## config.mk

```make
export PLATFORM = sky130hd
export DESIGN_NAME = layer_cfg_ctrl
export DESIGN_NICKNAME = d
export VERILOG_FILES = /design/src/rtl/layer_cfg_pkg.sv /design/src/rtl/layer_win_clip.sv /design/src/rtl/layer_cfg_ctrl.sv
export SDC_FILE = /design/constraint.sdc
export NUM_CORES = 1
export LEC_CHECK = 0
export CORE_UTILIZATION = 45
export DETAILED_ROUTE_END_ITERATION = 7
export GPL_ROUTABILITY_DRIVEN = 0
export PLACE_DENSITY = 0.69
export SYNTH_ARGS = -nofsm -noshare
export SYNTH_HDL_FRONTEND = slang
export SYNTH_HIERARCHICAL = 1
export SYNTH_SLANG_ARGS = --single-unit
```

## constraint.sdc

```tcl
create_clock -name clk -period 4.85 [get_ports clk]
set_clock_uncertainty 0.1 [all_clocks]
set_input_delay 0.7275 -clock clk [delete_from_list [all_inputs] [get_ports clk]]
set_output_delay 0.7275 -clock clk [all_outputs]
set_load 0.01 [all_outputs]
```

## src/rtl/layer_cfg_pkg.sv

```systemverilog
// Shared constants for the blend-layer configuration controller:
// register map, FSM encoding and default active-screen size.
package layer_cfg_pkg;

  localparam logic [2:0] ADDR_TOP   = 3'd0;
  localparam logic [2:0] ADDR_LEFT  = 3'd1;
  localparam logic [2:0] ADDR_WIDTH = 3'd2;
  localparam logic [2:0] ADDR_HGT   = 3'd3;
  localparam logic [2:0] ADDR_ALPHA = 3'd4;
  localparam logic [2:0] ADDR_STEP  = 3'd5;
  localparam logic [2:0] ADDR_EN    = 3'd6;
  localparam logic [2:0] ADDR_RSVD  = 3'd7;

  localparam logic [1:0] ST_IDLE  = 2'd0;
  localparam logic [1:0] ST_APPLY = 2'd1;
  localparam logic [1:0] ST_FADE  = 2'd2;

  localparam int unsigned H_ACTIVE_DEF = 1920;
  localparam int unsigned V_ACTIVE_DEF = 1080;

endpackage

```

## src/rtl/layer_win_clip.sv

```systemverilog
// One-axis window clip: the extent is trimmed so the window never runs
// past the active screen; a window starting off-screen collapses to zero.
module layer_win_clip (
  input  logic [11:0] i_pos,
  input  logic [11:0] i_size,
  input  logic [11:0] i_limit,
  output logic [11:0] o_size
);

  logic [11:0] w_room;

  assign w_room = i_limit - i_pos;

  always_comb begin
    o_size = '0;
    if (i_pos < i_limit)
      o_size = (i_size < w_room) ? i_size : w_room;
  end

endmodule

```

## src/rtl/layer_cfg_ctrl.sv

```systemverilog
// Frame-synchronous shadow/active configuration for one blend layer, with
// atomic commit on the vsync rising edge and a per-frame alpha fade engine.
module layer_cfg_ctrl
  import layer_cfg_pkg::*;
#(
  parameter int unsigned H_ACTIVE = H_ACTIVE_DEF,
  parameter int unsigned V_ACTIVE = V_ACTIVE_DEF
) (
  input  logic        clk,
  input  logic        rst,
  input  logic        i_vs,
  input  logic        wr_en,
  input  logic [2:0]  wr_addr,
  input  logic [15:0] wr_data,
  input  logic        commit_req,
  output logic        busy,
  output logic        commit_done,
  output logic        layer_en,
  output logic [11:0] top,
  output logic [11:0] left,
  output logic [11:0] width,
  output logic [11:0] height,
  output logic [7:0]  o_alpha
);

  localparam logic [11:0] H_LIM = 12'(H_ACTIVE);
  localparam logic [11:0] V_LIM = 12'(V_ACTIVE);

  logic        r_vs_d, r_pending, r_commit_done, r_layer_en, r_sh_en;
  logic [1:0]  r_state;
  logic [11:0] r_sh_top, r_sh_left, r_sh_width, r_sh_height;
  logic [7:0]  r_sh_alpha, r_sh_step, r_fade_tgt, r_fade_step, r_alpha;
  logic [11:0] r_top, r_left, r_width, r_height;
  logic        w_vs_edge;
  logic [11:0] w_clip_w, w_clip_h;
  logic [7:0]  w_alpha_next;
  logic        w_unused_wr_data;

  // Move cur toward tgt by step, landing exactly on tgt instead of overshooting.
  function automatic logic [7:0] fade_next(input logic [7:0] cur,
                                           input logic [7:0] tgt,
                                           input logic [7:0] step);
    logic [8:0] sum;
    logic [8:0] diff;
    sum  = {1'b0, cur} + {1'b0, step};
    diff = {1'b0, cur} - {1'b0, step};
    if (cur < tgt)
      fade_next = (sum >= {1'b0, tgt}) ? tgt : sum[7:0];
    else
      fade_next = (diff[8] || (diff[7:0] <= tgt)) ? tgt : diff[7:0];
  endfunction

  assign w_vs_edge        = i_vs & ~r_vs_d;
  assign w_alpha_next     = fade_next(r_alpha, r_fade_tgt, r_fade_step);
  assign w_unused_wr_data = ^wr_data[15:12];

  layer_win_clip u_clip_h (
    .i_pos   (r_sh_left),
    .i_size  (r_sh_width),
    .i_limit (H_LIM),
    .o_size  (w_clip_w)
  );

  layer_win_clip u_clip_v (
    .i_pos   (r_sh_top),
    .i_size  (r_sh_height),
    .i_limit (V_LIM),
    .o_size  (w_clip_h)
  );

  always_ff @(posedge clk) begin
    if (rst) begin
      r_sh_top    <= '0;
      r_sh_left   <= '0;
      r_sh_width  <= '0;
      r_sh_height <= '0;
      r_sh_alpha  <= '0;
      r_sh_step   <= '0;
      r_sh_en     <= 1'b0;
    end else if (wr_en) begin
      case (wr_addr)
        ADDR_TOP:   r_sh_top    <= wr_data[11:0];
        ADDR_LEFT:  r_sh_left   <= wr_data[11:0];
        ADDR_WIDTH: r_sh_width  <= wr_data[11:0];
        ADDR_HGT:   r_sh_height <= wr_data[11:0];
        ADDR_ALPHA: r_sh_alpha  <= wr_data[7:0];
        ADDR_STEP:  r_sh_step   <= wr_data[7:0];
        ADDR_EN:    r_sh_en     <= wr_data[0];
        default:    ;
      endcase
    end
  end

  always_ff @(posedge clk) begin
    if (rst) begin
      r_vs_d        <= 1'b0;
      r_pending     <= 1'b0;
      r_state       <= ST_IDLE;
      r_commit_done <= 1'b0;
      r_layer_en    <= 1'b0;
      r_top         <= '0;
      r_left        <= '0;
      r_width       <= '0;
      r_height      <= '0;
      r_alpha       <= '0;
      r_fade_tgt    <= '0;
      r_fade_step   <= '0;
    end else begin
      r_vs_d        <= i_vs;
      r_commit_done <= 1'b0;
      // A request arriving during APPLY belongs to the next frame, so it wins over the clear.
      if (commit_req)
        r_pending <= 1'b1;
      else if (r_state == ST_APPLY)
        r_pending <= 1'b0;

      case (r_state)
        ST_IDLE: begin
          if (w_vs_edge && r_pending)
            r_state <= ST_APPLY;
        end
        ST_APPLY: begin
          r_top         <= r_sh_top;
          r_left        <= r_sh_left;
          r_width       <= r_sh_en ? w_clip_w : 12'd0;
          r_height      <= r_sh_en ? w_clip_h : 12'd0;
          r_layer_en    <= r_sh_en;
          r_commit_done <= 1'b1;
          r_fade_tgt    <= r_sh_alpha;
          r_fade_step   <= r_sh_step;
          if (r_sh_step == 8'd0) begin
            r_alpha <= r_sh_alpha;
            r_state <= ST_IDLE;
          end else begin
            r_state <= ST_FADE;
          end
        end
        ST_FADE: begin
          if (w_vs_edge) begin
            if (r_pending) begin
              r_state <= ST_APPLY;
            end else begin
              r_alpha <= w_alpha_next;
              if (w_alpha_next == r_fade_tgt)
                r_state <= ST_IDLE;
            end
          end
        end
        default: r_state <= ST_IDLE;
      endcase
    end
  end

  assign busy        = r_pending | (r_state != ST_IDLE);
  assign commit_done = r_commit_done;
  assign layer_en    = r_layer_en;
  assign top         = r_top;
  assign left        = r_left;
  assign width       = r_width;
  assign height      = r_height;
  assign o_alpha     = r_alpha;

endmodule

```

# --- Yosys cells after proc, flatten, opt, wreduce, memory -nomap -nowiden ---
# Cells that the tools add are included.
op_classes:
  n_reduce_logical: 17
  multipliers: 0
  magnitude_cmp: 7
  bitwise_logic: 3
  div: 0
  n_mux: 22
  eq_ne: 14
  add_sub_neg: 4
  n_shift: 0
ops:
  columns: ["operator", "count"]
  rows:
  - ["$mux 12", 6]
  - ["$mux 8", 6]
  - ["$lt 12x11->1 const B", 2]
  - ["$lt 12x12->1", 2]
  - ["$sub 11x12->12 const A", 2]
  - ["$pmux 8 s2", 1]
  - ["$reduce_and 2->1", 7]
  - ["$mux 2", 5]
  - ["$add 8x8->9", 1]
  - ["$eq 3x3->1 const B", 3]
  - ["$ge 9x8->1", 1]
  - ["$sub 8x8->9", 1]
  - ["$eq 8x8->1", 1]
  - ["$le 8x8->1", 1]
  - ["$logic_not 8->1", 1]
  - ["$lt 8x8->1", 1]
  - ["$eq 3x2->1 const B", 2]
  - ["$ne 2x2->1 const B", 3]
  - ["$pmux 2 s3", 1]
  - ["$reduce_bool 2->1", 3]
  - ["$reduce_and 4->1", 1]
  - ["$eq 3x1->1 const B", 1]
  - ["$logic_not 3->1", 1]
  - ["$mux 1", 3]
  - ["other kinds (11)", 11]
word_totals:
  latchBits: 0
  rom_bits: 0
  output_inout_bits: 59
  n_memories: 0
  elab_cells: 86
  in_bits: 24
  regBits: 143
  mem_bits_rw: 0

# --- Logic depth before layout (Yosys ltp) ---
logic_depth:
  ltp_word: 10
  mapped_depth: 18
  depth_no_buf: 17

# --- Modules after synthesis ---
# The synthesis kept the hierarchy.
by_module_without_submodules:
  columns: ["module", "seq_area_each_um2", "area_each_um2", "cells_each", "instances"]
  rows:
  - ["layer_cfg_ctrl", 2862.7, 6736.5, 841, 1]
  - ["layer_win_clip (u_clip_h)", 0.0, 1152.4, 157, 1]
  - ["layer_win_clip (u_clip_v)", 0.0, 1142.3, 155, 1]

# --- Least setup slack after synthesis ---
# Ideal clock, no wire load.
synth_path:
  kind: "flip-flop to flip-flop"
  start: "reg r_alpha[0] (netlist: o_alpha[0])"
  end: "reg r_state[1]"
  path_stages_with_launch: 19
  setup_ns: 0.091
  t_required_ns: 4.659
  setup_slack_ns: 1.251
  arrival_time_ns: 3.409
  path_buffers: 1
  synth_period_minus_slack_ns: 3.599
  path_cell_list: "dfxtp_1 > inv_1 > ha_1 > inv_1 > fa_1 > a211oi_4 > o21bai_2 > a21oi_1 > xnor2_1 > ha_1 > a21oi_1 > nand2_1 > a21oi_1 > a211oi_2 > and2_4 > buf_6 > a211o_1 > a31o_1 > a311oi_1"
synth_via:
  elab_chain_cells: 8
  word_cells_on_any_way: 12
  cone_classes: "add/sub: 2; order compare: 3; eq/ne: 2; mux: 3; reduce/logical: 2"
synth_rtl:
  columns: ["item", "line_no", "source"]
  rows:
  - ["from (decl)", "layer_cfg_ctrl.sv:32", "logic [7:0] r_sh_alpha, r_sh_step, r_fade_tgt, r_fade_step, r_alpha;"]
  - ["from (signal assigned)", "layer_cfg_ctrl.sv:132", "r_alpha <= r_sh_alpha;"]
  - ["from (signal assigned)", "layer_cfg_ctrl.sv:143", "r_alpha <= w_alpha_next;"]
  - ["$sub 8x8->9", "layer_cfg_ctrl.sv:46", "diff = {1'b0, cur} - {1'b0, step};"]
  - ["$le 8x8->1", "layer_cfg_ctrl.sv:50", "fade_next = (diff[8] || (diff[7:0] <= tgt)) ? tgt : diff[7:0];"]
  - ["$logic_or 1x1->1", "layer_cfg_ctrl.sv:50", null]
  - ["$mux 8", "layer_cfg_ctrl.sv:50", null]
  - ["$mux 8 (*)", "layer_cfg_ctrl.sv:47", "if (cur < tgt)"]
  - ["$eq 8x8->1 (*)", "layer_cfg_ctrl.sv:144", "if (w_alpha_next == r_fade_tgt)"]
  - ["$ne 3x3->1 (no line) (*)", null, null]
  - ["$reduce_and 3->1 (no line) (*)", null, null]
  - ["to (signal assigned)", "layer_cfg_ctrl.sv:141", "r_state <= ST_APPLY;"]
  - ["to (signal assigned)", "layer_cfg_ctrl.sv:145", "r_state <= ST_IDLE;"]
  - ["to (signal assigned)", "layer_cfg_ctrl.sv:149", "default: r_state <= ST_IDLE;"]
  - ["to (decl)", "layer_cfg_ctrl.sv:30", "logic [1:0] r_state;"]
# Every way passes the cells marked *; elsewhere a longest branch is shown, timed or not.
# A chain may end at the register's enable or synchronous reset.

# --- Final worst setup path ---
layout_path:
  start: "reg r_sh_top[0]"
  end: "reg r_height[11] (netlist: height[11])"
layout_via:
  elab_chain_cells: 5
  word_cells_on_any_way: 6
  cone_classes: "add/sub: 1; order compare: 2; mux: 3"
layout_rtl:
  columns: ["item", "line_no", "source"]
  rows:
  - ["from (decl)", "layer_cfg_ctrl.sv:31", "logic [11:0] r_sh_top, r_sh_left, r_sh_width, r_sh_height;"]
  - ["from (signal assigned)", "layer_cfg_ctrl.sv:82", "ADDR_TOP: r_sh_top <= wr_data[11:0];"]
  - ["$sub 11x12->12", "layer_win_clip.sv:12", "assign w_room = i_limit - i_pos;"]
  - ["$lt 12x12->1", "layer_win_clip.sv:17", "o_size = (i_size < w_room) ? i_size : w_room;"]
  - ["$mux 12", "layer_win_clip.sv:17", null]
  - ["$mux 12 (*)", "layer_win_clip.sv:16", "if (i_pos < i_limit)"]
  - ["net w_clip_h[11]", "layer_cfg_ctrl.sv:35", "logic [11:0] w_clip_w, w_clip_h;"]
  - ["$mux 12 (*)", "layer_cfg_ctrl.sv:126", "r_height <= r_sh_en ? w_clip_h : 12'd0;"]
  - ["to (signal assigned)", "layer_cfg_ctrl.sv:126", null]
  - ["to (decl)", "layer_cfg_ctrl.sv:33", "logic [11:0] r_top, r_left, r_width, r_height;"]
# The timed path passes the listed nets; every way through them passes the cells marked *.

==> key figures <==
Worst hold path
  • Worst Hold Class: register to register
  • Hold Startpoint: width[6]

Final layout
  • Area of the multi-input gates: 5743 sq um
  • FF+latch area: 2863 sq um
  • Antenna cells: 0
  • Nets: between 1000 and 1500
  • Area growth syn-to-layout: 17.12%
  • Fillers: ~1900
  • Layout cells sized above 1: 0.06245

Timing
  • Final Max Slew Viols: 0
  • RSZ-0062 raised after global routing: no
  • Setup TNS: 0 ns
  • FMAX: 0.2361 GHz
  • Final Critical Period: ~4.2 ns
  • Final period utilization: 0.8732
  • Hold slack: 0.3484 ns
  • Endpoints failing hold: 0
  • Slew @ Worst Pin: 0.9565 ns
  • Slew HR: 0.3574
  • # setup viols final: 0

Drt
  • Drt wl/cell: 15.64 um
  • Routed Antenna Nets: 0
  • Vias per inst: 5.406
  • Pre-Repair DR Iteration Count: 5
  • Final wirelength: around 23000 um
  • Vias: 8098
  • Initial DRC Count: 491
  • DRC viols: 0

Yosys
  • Ys Warns: 6
  • #FFs+latches synth: 143
  • Distinct cells, synth: slightly above 90
  • Mean Syn Cell Area: 7.833 sq um
  • Post-synth ARST share: 0
  • Post-synth EDFFs: 0
  • Post-synthesis sequential area ratio: 0.3170
  • Synth Flop Type: dfxtp_1
  • Cells after Synth: roughly 1200
  • Synthesized cell area: 9031 sq um

Worst setup path
  • Worst setup SP type: register
  • Setup crit start: r_sh_top[0]
  • CP Cell Sequence: ha_1 > fa_1 > nand2b_1 > a21oi_1 > o31a_2 > nor4_1 > a211oi_2 > ha_1 > and4_1 > o211ai_1 > nand3_1 > nor2_1 > a2bb2o_4 > nand3_1 > a21oi_1
  • Slowest-stage cell, CP: nand3_1
  • Endpoint class of the critical path: register
  • Worst path required time: 5.09 ns
  • Reg2Reg Depth: 15
  • R2R Setup Slk: 0.62 ns
  • Worst reg2reg endpoint: height[11]
  • WS Path Type: register to register
  • Reg-to-Reg Start: r_sh_top[0]
  • CP Max Fanout: 14
  • Crit path DAT: 4.47 ns
  • Critical Path Max Stage Delay: 0.55 ns
  • CP Capture Point: height[11]

CTS
  • Clk buf depth: 2
  • CTS tree: yes
  • Clk_lat worst skew: 0.42 ns
  • H-tree depth: 4
  • Clock Sinks: ~140
  • Post-CTS sizing: 0
  • Clock Pin Slew Worst Setup and Hold Paths: around 0.060 ns
  • Setup Buffers After CTS: 0
  • CTS Root Cell: clkbuf_16
  • Post-CTS Hold Buffers: 0
  • Num CTS Buffers: 17

GRT
  • Met3 Resource Use GR: 0.04532
  • GRT busiest layer: met2
  • Initial antenna violation count: 1
  • First-pass GRT wire length: ~38000 um
  • Largest net degree at the start of global routing: 91
  • All-Layer GR Usage: 0.2369
  • GR Overflow Total: 0
  • Vias in the first global route: 7541
  • GR met2 Demand/Resource: 0.3779
  • Grt met1 use: 0.3234

Pwr
  • Worst vdd ir: 198.6 uV
  • Leak: a little under 4 nW
  • Power Density: 284.0 nW/um^2

Die
  • Chip Height: around 140 um
  • # rows: 51
  • CORE AREA: 19590 sq um
  • Initial Util: 0.4610
  • Die area: 20640 sq um
  • Top-level I/O count: slightly above 80
  • Die Wd: 143.7 um

Run
  • Max-cap violations: 0

Placement
  • Port Buffer Count: 78
  • DP HPWL: 17150 um

Outcome
  • Status: complete, no violations
flip-flops by register name, indices dropped and copies added, names as in the netlist:
signal / flops
r_vs_d: 1
top: 12
width: 12
r_sh_width: 12
commit_done: 1
r_fade_step: 8
r_sh_alpha: 8
r_fade_tgt: 8
layer_en: 1
r_state: 2
r_sh_en: 1
r_sh_left: 12
height: 12
r_sh_top: 12
r_sh_height: 12
left: 12
r_pending: 1
o_alpha: 8
r_sh_step: 8
cells by family after synthesis:
group,synth area share
xor+xnor,0.03339
fa+ha+maj,0.1266
mux,0.01676
compound gates,0.2242
simple gates,0.2231
buf+inv,0.05819
flops,0.3170
other cells,0.0008316
worst max-delay path: cells and delay by family, from the launching register on:
family,cells,cell delay (ns)
AO/OA/AOI/OAI,6,1.28
flip-flops,1,0.32
adder cells (fa/ha/maj),3,0.99
AND/OR/NAND/NOR,6,1.45
cell type report:
cell class,instances,share of cell area
clock inverters,6,0.01041
multi-input cells,914,0.5429
repair buffers,82,0.07641
well taps,265,0.03135
clock buffers,22,0.04483
flip-flops and latches,143,0.2706
inverters,66,0.02342
cell usage after synthesis, types with 16 or more instances:
master | number | area share
xor2_1 | 17 | 0.016
inv_1 | 66 | 0.027
nand3_1 | 42 | 0.023
nor2b_1 | 20 | 0.014
nand2b_1 | 19 | 0.013
a21oi_1 | 172 | 0.095
dfxtp_1 | 143 | 0.32
nand2_1 | 258 | 0.11
a21o_1 | 16 | 0.013
clkbuf_1 | 38 | 0.016
nor2_1 | 56 | 0.023
ha_1 | 85 | 0.12
o21ai_0 | 17 | 0.0094
worst min path at each step:
stage                     depth (start not counted)            end
after floorplan                                   2  r_fade_tgt[1]
after global placement                            2       width[6]
after detailed placement                          2       width[6]
after CTS                                         2       width[6]
after global routing                              2       width[1]
final                                             2       width[6]
through the flow:
step | instance area, sq um | worst slack, ns | std cells | util | power [mW]
final | 10580 | 0.6150 | 1498 | 0.5400 | 3.004
after global routing | 10580 | 0.2300 | 1498 | 0.5400 | 3.134
after CTS | 10580 | 0.6210 | 1498 | 0.5400 | 3.015
after detailed placement | 9993 | 0.6418 | 1470 | 0.5101 | 1.705
after global placement | 9993 | 0.7515 | 1470 | 0.5101 | 1.697
after floorplan | 9121 | 1.251 | 1177 | - | 1.589
layout by cell type, fill, tap and decap left out, types with 9 or more instances in the layout:
cell type        instances
a211oi_1                 9
a21o_1                  16
a21oi_1                172
clkbuf_16               17
clkdlybuf4s50_1         77
conb_1                  26
dfxtp_1                143
ha_1                    85
inv_1                   66
mux2i_1                 14
nand2_1                258
nand2b_1                18
nand3_1                 42
nor2_1                  56
nor2b_1                 19
nor3_1                  10
o21ai_0                 17
xnor2_1                 13
xor2_1                  17
report_power, final:
part / switching [mW] / total (mW) / internal [mW]
clock: 0.473 / 1.31 / 0.837
combinational: 0.301 / 0.487 / 0.186
sequential: 0.0162 / 1.21 / 1.19
layer usage:
metal  vias up  part of all wire
met3        28             0.045
met1      3803              0.48
li1       4100                 -
met4         2             0.016
met2       165              0.46
met5         -           0.00043
No activity file was read; power rests on OpenSTA's default activity.
